[config.mk]
export PLATFORM = sky130hd
export DESIGN_NAME = pc_sequencer_flat
export DESIGN_NICKNAME = d
export VERILOG_FILES = /design/src/rtl/pc_sequencer_pkg.sv /design/src/rtl/pc_sequencer_if.sv /design/src/rtl/pc_sequencer_sat_counter.sv /design/src/rtl/pc_sequencer.sv /design/src/flat_wrapper.sv
export SDC_FILE = /design/constraint.sdc
export NUM_CORES = 1
export LEC_CHECK = 0
export ABC_AREA = 1
export ABC_CLOCK_PERIOD_IN_PS = 2100
export CAP_MARGIN = 10
export CORE_UTILIZATION = 35
export CTS_CLUSTER_DIAMETER = 30
export DETAILED_ROUTE_END_ITERATION = 7
export GPL_TIMING_DRIVEN = 0
export SYNTH_ARGS = -nofsm -noshare
export SYNTH_HDL_FRONTEND = slang
export SYNTH_SLANG_ARGS = --single-unit
[constraint.sdc]
create_clock -name Clk -period 2.1 [get_ports Clk]
set_input_delay 0.315 -clock Clk [delete_from_list [all_inputs] [get_ports Clk]]
set_output_delay 0.315 -clock Clk [all_outputs]
set_load 0.02 [all_outputs]
[src/rtl/pc_sequencer_pkg.sv]
// Shared processor definitions: sequencer state type and default widths.
package proc_pkg;

  typedef enum logic [1:0] {
    ST_IDLE,
    ST_INIT,
    ST_RUN,
    ST_DONE
  } seq_state_t;

  localparam int PC_W_DEF  = 10;
  localparam int OFF_W_DEF = 8;
  localparam int CNT_W_DEF = 16;
  localparam int START_PC  = 0;

endpackage

[src/rtl/pc_sequencer_if.sv]
// Host/decoder/ProgCtr signal bundle for the run-control sequencer.
interface pc_sequencer_if #(
  parameter int PC_W  = 10,
  parameter int OFF_W = 8,
  parameter int CNT_W = 16
);
  logic             Start;
  logic             Halt;
  logic             StallReq;
  logic             BranchAbsEn;
  logic             BranchCondEn;
  logic             ALU_flag;
  logic [PC_W-1:0]  Target;
  logic [OFF_W-1:0] Offset;
  logic [PC_W-1:0]  ProgCtr_i;
  logic             PcReset;
  logic             PcStart;
  logic             PcBranch;
  logic [PC_W-1:0]  PcTarget;
  logic             Done;
  logic [CNT_W-1:0] CycleCnt;
  logic [CNT_W-1:0] InstrCnt;

  modport master (
    output Start, Halt, StallReq, BranchAbsEn, BranchCondEn, ALU_flag,
           Target, Offset, ProgCtr_i,
    input  PcReset, PcStart, PcBranch, PcTarget, Done, CycleCnt, InstrCnt
  );

  modport slave (
    input  Start, Halt, StallReq, BranchAbsEn, BranchCondEn, ALU_flag,
           Target, Offset, ProgCtr_i,
    output PcReset, PcStart, PcBranch, PcTarget, Done, CycleCnt, InstrCnt
  );
endinterface

[src/rtl/pc_sequencer_sat_counter.sv]
// Saturating up-counter with synchronous reset and clear.
module sat_counter #(
  parameter int W = 16
) (
  input  logic         i_clk,
  input  logic         i_rst,
  input  logic         i_clr,
  input  logic         i_en,
  output logic [W-1:0] o_count
);
  logic [W-1:0] r_count;

  always_ff @(posedge i_clk) begin
    if (i_rst || i_clr) begin
      r_count <= '0;
    end else if (i_en && (r_count != '1)) begin
      r_count <= r_count + 1'b1;
    end
  end

  assign o_count = r_count;
endmodule

[src/rtl/pc_sequencer.sv]
// Run-control FSM driving ProgCtr, with branch-target adder and performance counters.
module pc_sequencer
  import proc_pkg::*;
#(
  parameter int PC_W     = PC_W_DEF,
  parameter int OFF_W    = OFF_W_DEF,
  parameter int CNT_W    = CNT_W_DEF,
  parameter int START_PC = proc_pkg::START_PC
) (
  input logic           Clk,
  input logic           Reset,
  pc_sequencer_if.slave bus
);
  seq_state_t      r_state;
  seq_state_t      w_next;
  logic            r_start_q;
  logic            r_done;
  logic            w_start_rise;
  logic            w_pc_reset;
  logic            w_pc_start;
  logic            w_pc_branch;
  logic [PC_W-1:0] w_pc_target;
  logic [PC_W-1:0] w_rel_target;
  logic            w_clr;
  logic            w_cyc_en;
  logic            w_ins_en;

  assign w_start_rise = bus.Start & ~r_start_q;
  assign w_rel_target = bus.ProgCtr_i + PC_W'(signed'(bus.Offset));

  always_ff @(posedge Clk) begin
    if (Reset) begin
      r_state   <= ST_IDLE;
      r_start_q <= 1'b0;
      r_done    <= 1'b0;
    end else begin
      r_state   <= w_next;
      r_start_q <= bus.Start;
      r_done    <= (w_next == ST_DONE);
    end
  end

  always_comb begin
    w_next      = r_state;
    w_pc_reset  = 1'b0;
    w_pc_start  = 1'b0;
    w_pc_branch = 1'b0;
    w_pc_target = bus.Target;
    w_clr       = 1'b0;
    w_cyc_en    = 1'b0;
    w_ins_en    = 1'b0;
    case (r_state)
      ST_IDLE: begin
        w_pc_reset = 1'b1;
        if (w_start_rise) w_next = ST_INIT;
      end
      ST_INIT: begin
        w_pc_start  = 1'b1;
        w_pc_branch = 1'b1;
        w_pc_target = PC_W'(START_PC);
        w_clr       = 1'b1;
        w_next      = ST_RUN;
      end
      ST_RUN: begin
        w_cyc_en = 1'b1;
        // Stall masks halt and branches entirely; otherwise the instruction retires.
        if (!bus.StallReq) begin
          w_ins_en = 1'b1;
          if (bus.Halt) begin
            w_next = ST_DONE;
          end else if (bus.BranchAbsEn) begin
            w_pc_start  = 1'b1;
            w_pc_branch = 1'b1;
          end else if (bus.BranchCondEn && bus.ALU_flag) begin
            w_pc_start  = 1'b1;
            w_pc_branch = 1'b1;
            w_pc_target = w_rel_target;
          end else begin
            w_pc_start = 1'b1;
          end
        end
      end
      ST_DONE: begin
        if (w_start_rise) w_next = ST_INIT;
      end
      default: w_next = ST_IDLE;
    endcase
  end

  sat_counter #(.W(CNT_W)) u_cycle_cnt (
    .i_clk   (Clk),
    .i_rst   (Reset),
    .i_clr   (w_clr),
    .i_en    (w_cyc_en),
    .o_count (bus.CycleCnt)
  );

  sat_counter #(.W(CNT_W)) u_instr_cnt (
    .i_clk   (Clk),
    .i_rst   (Reset),
    .i_clr   (w_clr),
    .i_en    (w_ins_en),
    .o_count (bus.InstrCnt)
  );

  assign bus.PcReset  = w_pc_reset;
  assign bus.PcStart  = w_pc_start;
  assign bus.PcBranch = w_pc_branch;
  assign bus.PcTarget = w_pc_target;
  assign bus.Done     = r_done;
endmodule
[src/flat_wrapper.sv]
// flat-port wrapper written by rule: the top's interface ports become plain ports
module pc_sequencer_flat import proc_pkg::*;
#(
  parameter int PC_W     = PC_W_DEF,
  parameter int OFF_W    = OFF_W_DEF,
  parameter int CNT_W    = CNT_W_DEF,
  parameter int START_PC = proc_pkg::START_PC
)
  (Clk, Reset, bus_Start, bus_Halt, bus_StallReq, bus_BranchAbsEn, bus_BranchCondEn, bus_ALU_flag, bus_Target, bus_Offset, bus_ProgCtr_i, bus_PcReset, bus_PcStart, bus_PcBranch, bus_PcTarget, bus_Done, bus_CycleCnt, bus_InstrCnt);
  pc_sequencer_if #(.PC_W(PC_W), .OFF_W(OFF_W), .CNT_W(CNT_W)) bus_i ();
  input logic Clk;
  input logic Reset;
  input wire logic [$bits(bus_i.Start)-1:0] bus_Start;
  input wire logic [$bits(bus_i.Halt)-1:0] bus_Halt;
  input wire logic [$bits(bus_i.StallReq)-1:0] bus_StallReq;
  input wire logic [$bits(bus_i.BranchAbsEn)-1:0] bus_BranchAbsEn;
  input wire logic [$bits(bus_i.BranchCondEn)-1:0] bus_BranchCondEn;
  input wire logic [$bits(bus_i.ALU_flag)-1:0] bus_ALU_flag;
  input wire logic [$bits(bus_i.Target)-1:0] bus_Target;
  input wire logic [$bits(bus_i.Offset)-1:0] bus_Offset;
  input wire logic [$bits(bus_i.ProgCtr_i)-1:0] bus_ProgCtr_i;
  output wire logic [$bits(bus_i.PcReset)-1:0] bus_PcReset;
  output wire logic [$bits(bus_i.PcStart)-1:0] bus_PcStart;
  output wire logic [$bits(bus_i.PcBranch)-1:0] bus_PcBranch;
  output wire logic [$bits(bus_i.PcTarget)-1:0] bus_PcTarget;
  output wire logic [$bits(bus_i.Done)-1:0] bus_Done;
  output wire logic [$bits(bus_i.CycleCnt)-1:0] bus_CycleCnt;
  output wire logic [$bits(bus_i.InstrCnt)-1:0] bus_InstrCnt;
  assign bus_i.Start = bus_Start;
  assign bus_i.Halt = bus_Halt;
  assign bus_i.StallReq = bus_StallReq;
  assign bus_i.BranchAbsEn = bus_BranchAbsEn;
  assign bus_i.BranchCondEn = bus_BranchCondEn;
  assign bus_i.ALU_flag = bus_ALU_flag;
  assign bus_i.Target = bus_Target;
  assign bus_i.Offset = bus_Offset;
  assign bus_i.ProgCtr_i = bus_ProgCtr_i;
  assign bus_PcReset = bus_i.PcReset;
  assign bus_PcStart = bus_i.PcStart;
  assign bus_PcBranch = bus_i.PcBranch;
  assign bus_PcTarget = bus_i.PcTarget;
  assign bus_Done = bus_i.Done;
  assign bus_CycleCnt = bus_i.CycleCnt;
  assign bus_InstrCnt = bus_i.InstrCnt;
  pc_sequencer #(.PC_W(PC_W), .OFF_W(OFF_W), .CNT_W(CNT_W), .START_PC(START_PC)) u_core (.Clk(Clk), .Reset(Reset), .bus(bus_i));
endmodule
; Word level (Yosys, flattened, before mapping)
; Index checks and enable logic that the tools add are counted.
[totals]
out_inout_bits = 46
inputBits = 36
reg_bits = 36
[op_classes]
n_addsub = 3
n_reduce_logical = 6
eq_ne = 6
mux = 22
bitwise_logic = 2
[op_table]
columns = cell, count
row1 = 10-bit two-way mux, 4
row2 = "16-bit by 1-bit adder with 16-bit output, second input constant", 2
row3 = "16-bit inequality test, second input constant", 2
row4 = 10-bit one-hot mux with 2 select lines, 1
row5 = 1-bit two-way mux, 11
row6 = 10-bit adder, 1
row7 = "2-bit == test, second input constant", 3
row8 = 2-bit two-way mux, 3
row9 = 2-bit one-hot mux with 3 select lines, 1
row10 = 1-bit one-hot mux with 2 select lines, 2
row11 = 1-bit logical AND, 3
row12 = "2-bit by 1-bit == test with 1-bit output, second input constant", 1
row13 = 2-bit logical NOT, 1
row14 = 2-bit OR reduction, 1
row15 = 1-bit AND, 1
row16 = 1-bit logical OR, 1
row17 = 1-bit inverter, 1

; Depth between registers and ports, before layout
; Gate-level depths: netlist of run 1.
[logic_depth]
depth_word = 6
ltp_mapped = 12
depth_no_buf = 12

; Cells and area by module
; From an unflattened synthesis of run 1, not the netlist that was laid out.
[unflattened]
cells_unflattened = 455
hier_area_um2 = 2791.4
[by_module_without_submodules]
columns = module, cells_each, seq_area_each_um2, area_each_um2, instances
row1 = sat_counter, 149, 320.3, 950.9, 2
row2 = pc_sequencer, 157, 80.1, 889.6, 1

; Worst setup path before layout of run 1
; No wires, ideal clock.
[synth_timing]
kind = register to output
startpoint = register u_core.r_state[0]
endpoint = output port bus_PcBranch
path_stages_with_launch = 6
t_required_ps = 1785
setup_slack_ps = -245
t_arrival_ps = 2030
n_path_buf = 0
cell_sequence = dfxtp_1 -> inv_1 -> ha_1 -> clkinv_1 -> o21ai_0 -> a21boi_0
[synth_between]
elab_chain_cells = 2
elab_cells_between_ends = 3
[synth_rtl]
columns = element, line
row1 = "start, declared", pc_sequencer.sv:14  ; seq_state_t r_state;
row2 = "start signal, assigned", pc_sequencer.sv:37  ; r_state <= w_next;
row3 = 2-bit == test / 2-bit by 1-bit == test with 1-bit output (equally long branches), pc_sequencer.sv:52  ; case (r_state)
row4 = 1-bit one-hot mux with 2 select lines (*), pc_sequencer.sv:52
row5 = "end, declared", flat_wrapper.sv:24  ; output wire logic [$bits(bus_i.PcBranch)-1:0] bus_PcBranch;
; Mark *: on every way between the ends. The rest lies on a longest branch, timed or not.

; Worst setup path in the final report of run 1
; Same ends and word-level chain as after synthesis.

==> results of run 1 <==
## registers in the layout, summed over array words and instances, names as in the netlist
name,flops
u_core.bus.Done,1
u_core.r_start_q,1
u_core.r_state,2
u_core.u_cycle_cnt.o_count,16
u_core.u_instr_cnt.o_count,16
## per-stage QoR
stage               std cells  setup slack, ps   util
finish                    649             97.1  0.533
global route              649            -11.7  0.533
detailed placement        626             -895  0.483
floorplan                 443             74.9      -
global placement          626             -872  0.483
CTS                       640            -8.39  0.518
## Yosys cell counts (6+ instances only)
cell / number / area, um^2
a21oi_2: 11 / 96.3
o21ai_0: 16 / 80.1
nand2_1: 141 / 529
ha_1: 14 / 175
xnor2_1: 8 / 70.1
nor2_1: 57 / 214
xor2_1: 13 / 114
inv_1: 41 / 154
o21a_1: 6 / 45.0
nor3_1: 6 / 30.0
nand3_1: 26 / 130
dfxtp_1: 36 / 721
a21oi_1: 29 / 145
nand4_1: 8 / 50.1
## cell families after synthesis
kind of cell             Yosys count  share of synthesized area
XOR/XNOR                          21                     0.0657
AND/OR/NAND/NOR                  252                      0.384
buffers and inverters             54                     0.0832
adder cells (fa/ha/maj)           15                     0.0698
flip-flops                        36                      0.258
AO/OA/AOI/OAI                     65                      0.140
## power by group through the flow
stage	sequential (mW)	clock (mW)	combinational, mW
after floorplan	0.792	0	0.729
after global placement	0.772	0	1.24
after detailed placement	0.773	0	1.25
after CTS	0.763	0.559	1.31
after global routing	0.771	0.585	1.57
final	0.766	0.538	1.45
## final timing paths
check / from / end / slack (ps) / depth (start not counted)
min: bus_Halt / u_core.r_state[0] / 490 / 5
min reg2reg: u_core.u_instr_cnt.o_count[15] / u_core.u_instr_cnt.o_count[15] / 510 / 2
max: u_core.r_state[0] / bus_PcBranch / 100 / 8
max reg2reg: u_core.r_state[1] / u_core.u_instr_cnt.o_count[5] / 230 / 6
## cell usage in the layout (no fill, tap or decap), types with 9 or more instances in the layout
cell / count
nand2_1: 133
buf_4: 18
dfxtp_1: 34
ha_4: 9
nand2_2: 9
a21oi_2: 14
a21oi_1: 25
nand3_1: 22
xor2_1: 13
nor2_1: 53
inv_2: 11
dlygate4sd2_1: 12
clkdlybuf4s50_1: 50
inv_1: 32
o21ai_0: 13
## routing by layer
metal | share of wire | vias to the layer above | GRT usage
met5 | 0 | - | 0
met1 | 0.47 | 1372 | 0.230
met4 | 0.015 | 0 | 0.0608
li1 | - | 1625 | -
met3 | 0.040 | 10 | 0.0276
met2 | 0.48 | 65 | 0.335
## critical path, delay by kind of cell, from the launching register on
family / cells / cell delay, ps
adders and majority gates: 1 / 300
and+or+nand+nor: 2 / 130
buffers and inverters: 3 / 340
AOI/OAI and AO/OA: 2 / 270
DFF: 1 / 370
## timing repair
action,4_1_cts,5_1_grt
resized for setup,107,31
buffers inserted,6,9
endpoints found under the setup margin,22,21
pin swaps,15,17
## final cells by class
class | count | area share
Multi-Input combinational cell | 353 | 0.495
Timing Repair Buffer | 96 | 0.214
Sequential cell | 36 | 0.176
Inverter | 47 | 0.0453
Tap cell | 102 | 0.0310
Clock buffer | 6 | 0.0201
Buffer | 7 | 0.0152
Clock inverter | 2 | 0.00334
==> run summary, run 1 <==
Critical Path RT: 1780 ps
Drt pass-1 iters: 4
I/O pin total: 82
Total power: 2.75 mW
Hold_ws: 490 ps
Final Max Tran Viols: 0
Fillers: 790
Routability congestion estimate: 0.856
Routed vias: 3072
Post-CTS Hold Buffers: 0
Setup_tns: 0 ps
Clock buffer count from CTS: 5
Setup violations, final: 0
Worst hold-check path type: in2reg
Routed WL: 7750 um
Area grow syn2layout: 47.2%
Max Cap Viol: 0
Largest net degree at the start of global routing: 13
Post-Syn Area: 2800 um^2
Vias in the first global route: 2848
Crit-path cells: inv_4 > ha_4 > nand2_1 > inv_2 > nand2_1 > o21ai_1 > a21boi_1 > buf_4
Normalized max-slew margin: 0.597
DR WL/cell: 11.9 um
Design Area, Final: 4120 um^2
Seq/Total Area, Yosys: 0.258
CP arrival: 1690 ps
Top achievable clock speed: 0.499 GHz
Routed Antenna Nets: 0
Row count: 32
# clock sinks: 36
Initial Util: 0.362
Vias/cell: 4.73
Antenna violations before repair: 0
Multi-input gate area: 2040 um^2
Peak supply drop: 465 uV
# DRC: 0
Leak: 1.60 nW
First-pass GRT wire length: 12900 um
CP peak stage delay: 370 ps
Clock network fraction of total power: 0.195
Clock transition at the registers of the reported paths: 80 ps
CTS max path bufs: 2
Seq. cell area: 723 um^2
Internal power: 1.62 mW
Post-synth EDFFs: 0
Ys flop type: dfxtp_1
Final Hold Fails: 0
Crit-path most repeated cell: nand2_1
Port bufs: 81
Status: completed
P_sw: 1.14 mW
Switching Share: 0.413
Skew final: 15.7 ps
1st-iter DRT viols: 105
Synth unique cells: 33
Tcrit/Tclk final: 0.954
Die Y: 91.4 um
Fin crit period: 2000 ps
CP Max Fanout: 7
Die W: 91.4 um
Slowest-stage cell, CP: dfxtp_2
Post-DP HPWL: 5920 um
Mapped Cells: 443
WS Path Type: reg2out
Number of synthesized register bits: 36
Area of the die: 8350 um^2
Transition time of the tightest slew-check pin: 604 ps
Placed Area: 3740 um^2
Tot GR Track Use: 0.188
CTS root buffer: clkbuf_8
Crit end category: primary output
Nets: 597
Pwr dens: 669 nW/um^2
Placeable Area: 7730 um^2
CTS tree: built
Ys async rst share: 0
Synthesized area per cell: 6.32 um^2
Syn_nets: 494
RSZ-0062 raised after global routing: true
GRT Residual Overflow: 0
Total number of yosys warnings: 0
Layout cells sized above 1: 0.207
Sequential power share: 0.278
Clock Latency Late Sink: 290 ps
Htree depth: 2
ANT cells: 0
Crit path launch type: register
Comb power frac: 0.526
(Power assumes the default switching activity.)
==> run 2: changes to the inputs <==
--- a/config.mk
+++ b/config.mk
@@ -15,3 +15,4 @@
 export SYNTH_ARGS = -nofsm -noshare
 export SYNTH_HDL_FRONTEND = slang
 export SYNTH_SLANG_ARGS = --single-unit
+export TNS_END_PERCENT = 5
==> run summary, run 2 (synthesis gave the netlist of run 1 again) <==
Status: completed
CP peak stage delay: 310 ps (-60 ps)
Clock Latency Late Sink: 290 ps (about the same)
WP buf/inv: 3 (unchanged)
Tcrit/Tclk final: 0.983 (+0.0295)
GRT Residual Overflow: 0 (unchanged)
Drt pass-1 iters: 4 (unchanged)
Hold Path End: u_core.r_state[0]
Leak: 1.63 nW (+2.3%)
Fillers: 788 (-0.25%)
Final Max Tran Viols: 0 (unchanged)
Crit-path cells: dlygate4sd2_1 > ha_1 > nand2_2 > nand2_1 > nand2_2 > buf_4 > or2_2 > a21oi_1 > buf_4
R2r setup slk: 220 ps (about the same)
Setup_tns: 0 ps (unchanged)
Layout cells sized above 1: 0.192 (-0.0143)
# clock sinks: 36 (unchanged)
Row count: 32 (unchanged)
First-pass GRT wire length: 12700 um (-1.2%)
Max Cap Viol: 0 (unchanged)
Area of the die: 8350 um^2 (unchanged)
Slowest-stage cell, CP: ha_1
Top achievable clock speed: 0.484 GHz (-3.0%)
Pwr dens: 646 nW/um^2 (-3.5%)
Routed vias: 3033 (-1.3%)
Htree depth: 2 (unchanged)
Most common cell after layout, fill and taps aside: nand2_1
RSZ-0062 raised after global routing: true
Most frequent cells in the layout: 131 x nand2_1, 53 x nor2_1, 50 x clkdlybuf4s50_1
Delay-heaviest family, CP: buffers and inverters
CTS tree: built
Post-DP HPWL: 5920 um (unchanged)
WS Path Type: in2out
CP Max Fanout: 2 (-5)
Nets: 591 (-1.0%)
Antenna violations before repair: 0 (unchanged)
Port bufs: 81 (unchanged)
Routed WL: 7760 um (+0.18%)
Vias/cell: 4.72 (-0.35%)
Die W: 91.4 um (unchanged)
Clock transition at the registers of the reported paths: 80 ps (about the same)
Critical Path RT: 1780 ps (about the same)
Area grow syn2layout: 46.6%
Die Y: 91.4 um (unchanged)
HP Start: bus_Halt
CTS max path bufs: 2 (unchanged)
Post-CTS Hold Buffers: 0 (unchanged)
Tot GR Track Use: 0.186 (-0.00194)
Initial Util: 0.362 (unchanged)
Routed Antenna Nets: 0 (unchanged)
# DRC: 0 (unchanged)
CP arrival: 1750 ps (+60 ps)
Clock buffer count from CTS: 5 (unchanged)
Depth of the worst register-to-register path: 6 (unchanged)
CTS root buffer: clkbuf_8
Hold depth: 5 (unchanged)
Normalized max-slew margin: 0.598 (+0.00114)
Placeable Area: 7730 um^2 (unchanged)
Setup violations, final: 0 (unchanged)
Worst hold-check path type: in2reg
Final Hold Fails: 0 (unchanged)
Final Non-Filler Cells: 643 (-0.92%)
Routability congestion estimate: 0.856 (unchanged)
Peak supply drop: 468 uV (+0.51%)
Fin crit period: 2060 ps (+62.0 ps)
Crit path launch type: input pin
ANT cells: 0 (unchanged)
Crit end category: primary output
Reg2reg start: u_core.r_state[1]
1st-iter DRT viols: 110 (+4.8%)
Skew final: 16.0 ps (+0.318 ps)
I/O pin total: 82 (unchanged)
Vias in the first global route: 2813 (-1.2%)
FF-to-FF End: u_core.u_instr_cnt.o_count[5]
Placed Cells incl. Taps: 626 (unchanged)
Largest net degree at the start of global routing: 13 (unchanged)
DR WL/cell: 12.1 um (+1.1%)
Transition time of the tightest slew-check pin: 602 ps (-1.71 ps)
==> run 2: final cells by class <==
type	instances	area, um^2	area share
repair buffers	90	873	0.213
clock buffers	6	82.6	0.0201
well taps	102	128	0.0311
flip-flops and latches	36	723	0.176
plain buffers	7	62.6	0.0152
multi-input cells	353	2040	0.497
inverters	47	181	0.0442
clock inverters	2	13.8	0.00335
==> run 2: timing repair <==
item,CTS,global route
endpoints found under the setup margin,22,18
pin swaps,9,22
gates resized for setup,90,44
setup buffers,1,8
==> run 2: stage by stage <==
step / hold slack [ps] / cell area, um^2 / worst slack, ps / total power, mW / utilization
after floorplan: 387 / 2800 / 74.9 / 1.52 / -
after global placement: 510 / 3740 / -872 / 2.01 / 0.483
after detailed placement: 511 / 3740 / -895 / 2.02 / 0.483
after CTS: 521 / 3950 / -98.2 / 2.61 / 0.511
after global routing: 520 / 4100 / -84.4 / 2.82 / 0.531
final: 488 / 4100 / 35.0 / 2.65 / 0.531
==> run 2: per-layer routing <==
metal  global-route usage  wire, um
met1                0.232      3630
met4               0.0608       117
met5                    0         0
met3               0.0276       314
met2                0.326      3700
==> run 2: worst min-delay path, cell delays in order <==
cell            delay (ps)
dlymetal6s2s_1         140
nand2_1                 80
o211ai_1                80
nand2_1                 90
nor2_1                  40
==> run 2: how the worst max path moves through the flow <==
stage                       from               to  cells after the start
2_1_floorplan  u_core.r_state[0]     bus_PcBranch                      5
3_3_place_gp    bus_ProgCtr_i[0]  bus_PcTarget[8]                     14
3_5_place_dp    bus_ProgCtr_i[0]  bus_PcTarget[8]                     14
4_1_cts            bus_Offset[6]  bus_PcTarget[9]                     11
5_1_grt        u_core.r_state[0]  bus_PcTarget[3]                      8
6_report        bus_ProgCtr_i[1]  bus_PcTarget[3]                      9
==> run 2: power by group <==
group	internal (mW)	switching, mW	total (mW)
sequential	0.725	0.0394	0.764
clock	0.268	0.272	0.540
combinational	0.551	0.793	1.34
total	1.54	1.10	2.65
==> run 3: changes to the inputs <==
--- a/config.mk
+++ b/config.mk
@@ -8,6 +8,7 @@
 export ABC_AREA = 1
 export ABC_CLOCK_PERIOD_IN_PS = 2100
 export CAP_MARGIN = 10
+export CORE_MARGIN = 2
 export CORE_UTILIZATION = 35
 export CTS_CLUSTER_DIAMETER = 30
 export DETAILED_ROUTE_END_ITERATION = 7
==> run summary, run 3 (synthesis gave the netlist of run 1 again) <==
Status: completed
WP buf/inv: 4 (+1)
CP peak stage delay: 350 ps (+40 ps)
Skew final: 9.35 ps (-6.63 ps)
Initial Util: 0.362 (unchanged)
Area of the die: 8720 um^2 (+4.4%)
CTS root buffer: clkbuf_8
P_sw: 1.11 mW (+0.47%)
CTS max path bufs: 2 (unchanged)
I/O pin total: 82 (unchanged)
Crit path launch type: input pin
Crit end category: primary output
Sequential power share: 0.288 (about the same)
Die W: 93.4 um (+2.2%)
Clock network fraction of total power: 0.197 (-0.007)
Final Max Tran Viols: 0 (unchanged)
Peak supply drop: 341 uV (-27%)
DR WL/cell: 12.0 um (-0.71%)
Routed WL: 7720 um (-0.55%)
Delay-heaviest family, CP: adder cells
HP Start: u_core.u_instr_cnt.o_count[15]
Antenna violations before repair: 0 (unchanged)
Routed vias: 3026 (-0.23%)
Slowest-stage cell, CP: fa_2
Placeable Area: 7730 um^2 (unchanged)
Tot GR Track Use: 0.179 (-0.00745)
# clock sinks: 36 (unchanged)
Internal power: 1.55 mW (+0.69%)
CTS tree: built
Hold depth: 2 (-3)
Switching Share: 0.416 (-0.000544)
Critical Path RT: 1780 ps (about the same)
Number of stages on the worst setup path: 14 (+5)
Nets: 592 (+0.17%)
Area grow syn2layout: 46.2%
Depth of the worst register-to-register path: 8 (+2)
Design Area, Final: 4090 um^2 (-0.30%)
Reg2reg start: u_core.u_cycle_cnt.o_count[0]
Max Cap Viol: 0 (unchanged)
Drt pass-1 iters: 4 (unchanged)
ANT cells: 0 (unchanged)
Most frequent cells in the layout: 134 x nand2_1, 53 x nor2_1, 52 x clkdlybuf4s50_1
First-pass GRT wire length: 12800 um (+0.33%)
Post-DP HPWL: 5870 um (-0.84%)
CP arrival: 1780 ps (+30 ps)
Fin crit period: 2090 ps (+28.4 ps)
Layout cells sized above 1: 0.186 (-0.00589)
WS Path Type: in2out
Top achievable clock speed: 0.478 GHz (-1.4%)
Normalized max-slew margin: 0.604 (+0.00514)
Leak: 1.58 nW (-3.1%)
Setup violations, final: 0 (unchanged)
Routability congestion estimate: 0.861 (+0.54%)
Vias in the first global route: 2833 (+0.71%)
Post-place setup slack: -913 ps (-17.2 ps)
Placed Area: 3740 um^2 (unchanged)
1st-iter DRT viols: 86 (-22%)
Clock buffer count from CTS: 5 (unchanged)
Port bufs: 81 (unchanged)
Post-CTS Hold Buffers: 0 (unchanged)
Crit-path cells: dlygate4sd2_1 > ha_2 > inv_2 > fa_2 > inv_2 > nand3_2 > nand2_2 > nand2_2 > nand2_1 > nand2_1 > nand3_2 > nand2_1 > nand2_1 > buf_6
CP Max Fanout: 3 (+1)
Worst hold-check path type: reg2reg
Comb power frac: 0.515 (+0.008)
Htree depth: 2 (unchanged)
Transition time of the tightest slew-check pin: 595 ps (-7.72 ps)
Worst setup startpoint: bus_Offset[0]
Vias/cell: 4.70 (-0.39%)
Pwr dens: 651 nW/um^2 (+0.91%)
Most common cell after layout, fill and taps aside: nand2_1
Largest net degree at the start of global routing: 12 (-1)
GRT Residual Overflow: 0 (unchanged)
Crit-path most repeated cell: nand2_1
RSZ-0062 raised after global routing: true
Setup WS post-layout: 6.66 ps (-28.4 ps)
# DRC: 0 (unchanged)
Die Y: 93.4 um (+2.2%)
Routed Antenna Nets: 0 (unchanged)
Clock Latency Late Sink: 290 ps (about the same)
Tcrit/Tclk final: 0.997 (+0.0135)
Row count: 32 (unchanged)
Final Hold Fails: 0 (unchanged)
Clock transition at the registers of the reported paths: 80 ps (about the same)
## run 3: cell count changes in the layout (fill, tap and decap cells not counted), moves of 3 or more
| cell | previous run | this run |
|---|---|---|
| dlygate4sd2_1 | 5 | 13 |
| dlymetal6s2s_1 | 10 | 4 |
| clkdlybuf4s15_1 | 5 | 1 |
| nand2_1 | 131 | 134 |
| nand2_2 | 11 | 8 |
## run 3: what timing repair did
action	CTS	global route
pin swaps	14	13
buffers inserted	5	5
gates resized for setup	89	36
endpoints found under the setup margin	22	17
endpoints found under the hold margin	0	0
## run 3: per-stage QoR
step                TNS, ps  std cells  total power [mW]  hold WS, ps  utilization
finish                    0        644              2.66          517        0.529
global route           -474        644              2.84          546        0.529
CTS                    -215        639              2.60          522        0.514
detailed placement   -11660        626              2.02          510        0.483
global placement     -10190        626              2.01          503        0.483
floorplan                 0        443              1.52          387            -
## run 3: final cells by class
cell class                      count  area (um^2)
Inverter                           47          185
Fill cell                         792         3640
Multi-Input combinational cell    353         2040
Timing Repair Buffer               91          860
Sequential cell                    36          723
Buffer                              7         62.6
Clock inverter                      1         7.51
Tap cell                          102          128
Clock buffer                        7         86.3
## run 3: worst paths after layout
| path | slack, ps | end |
|---|---|---|
| setup reg to reg | 250 | u_core.u_cycle_cnt.o_count[5] |
| setup / recovery | 7 | bus_PcTarget[8] |
| hold reg to reg | 520 | u_core.u_instr_cnt.o_count[15] |
| hold / removal | 520 | u_core.u_instr_cnt.o_count[15] |
## run 3: power groups by stage
stage	clock, mW	combinational, mW	sequential [mW]
after floorplan	0	0.729	0.792
after global placement	0	1.24	0.773
after detailed placement	0	1.25	0.774
after CTS	0.536	1.30	0.759
after global routing	0.562	1.51	0.773
final	0.526	1.37	0.767
## run 3: worst min-delay path, cell delays in order (launching register included)
cell and delay (ps):
dfxtp_1 340, nand2_1 80, a21oi_1 50
## run 3: per-layer routing
metal | wire length (um) | track usage | up-vias
li1 | - | - | 1624
met1 | 3750 | 0.235 | 1330
met2 | 3560 | 0.295 | 62
met3 | 261 | 0.0234 | 10
met4 | 148 | 0.0699 | 0
met5 | 0 | 0 | -
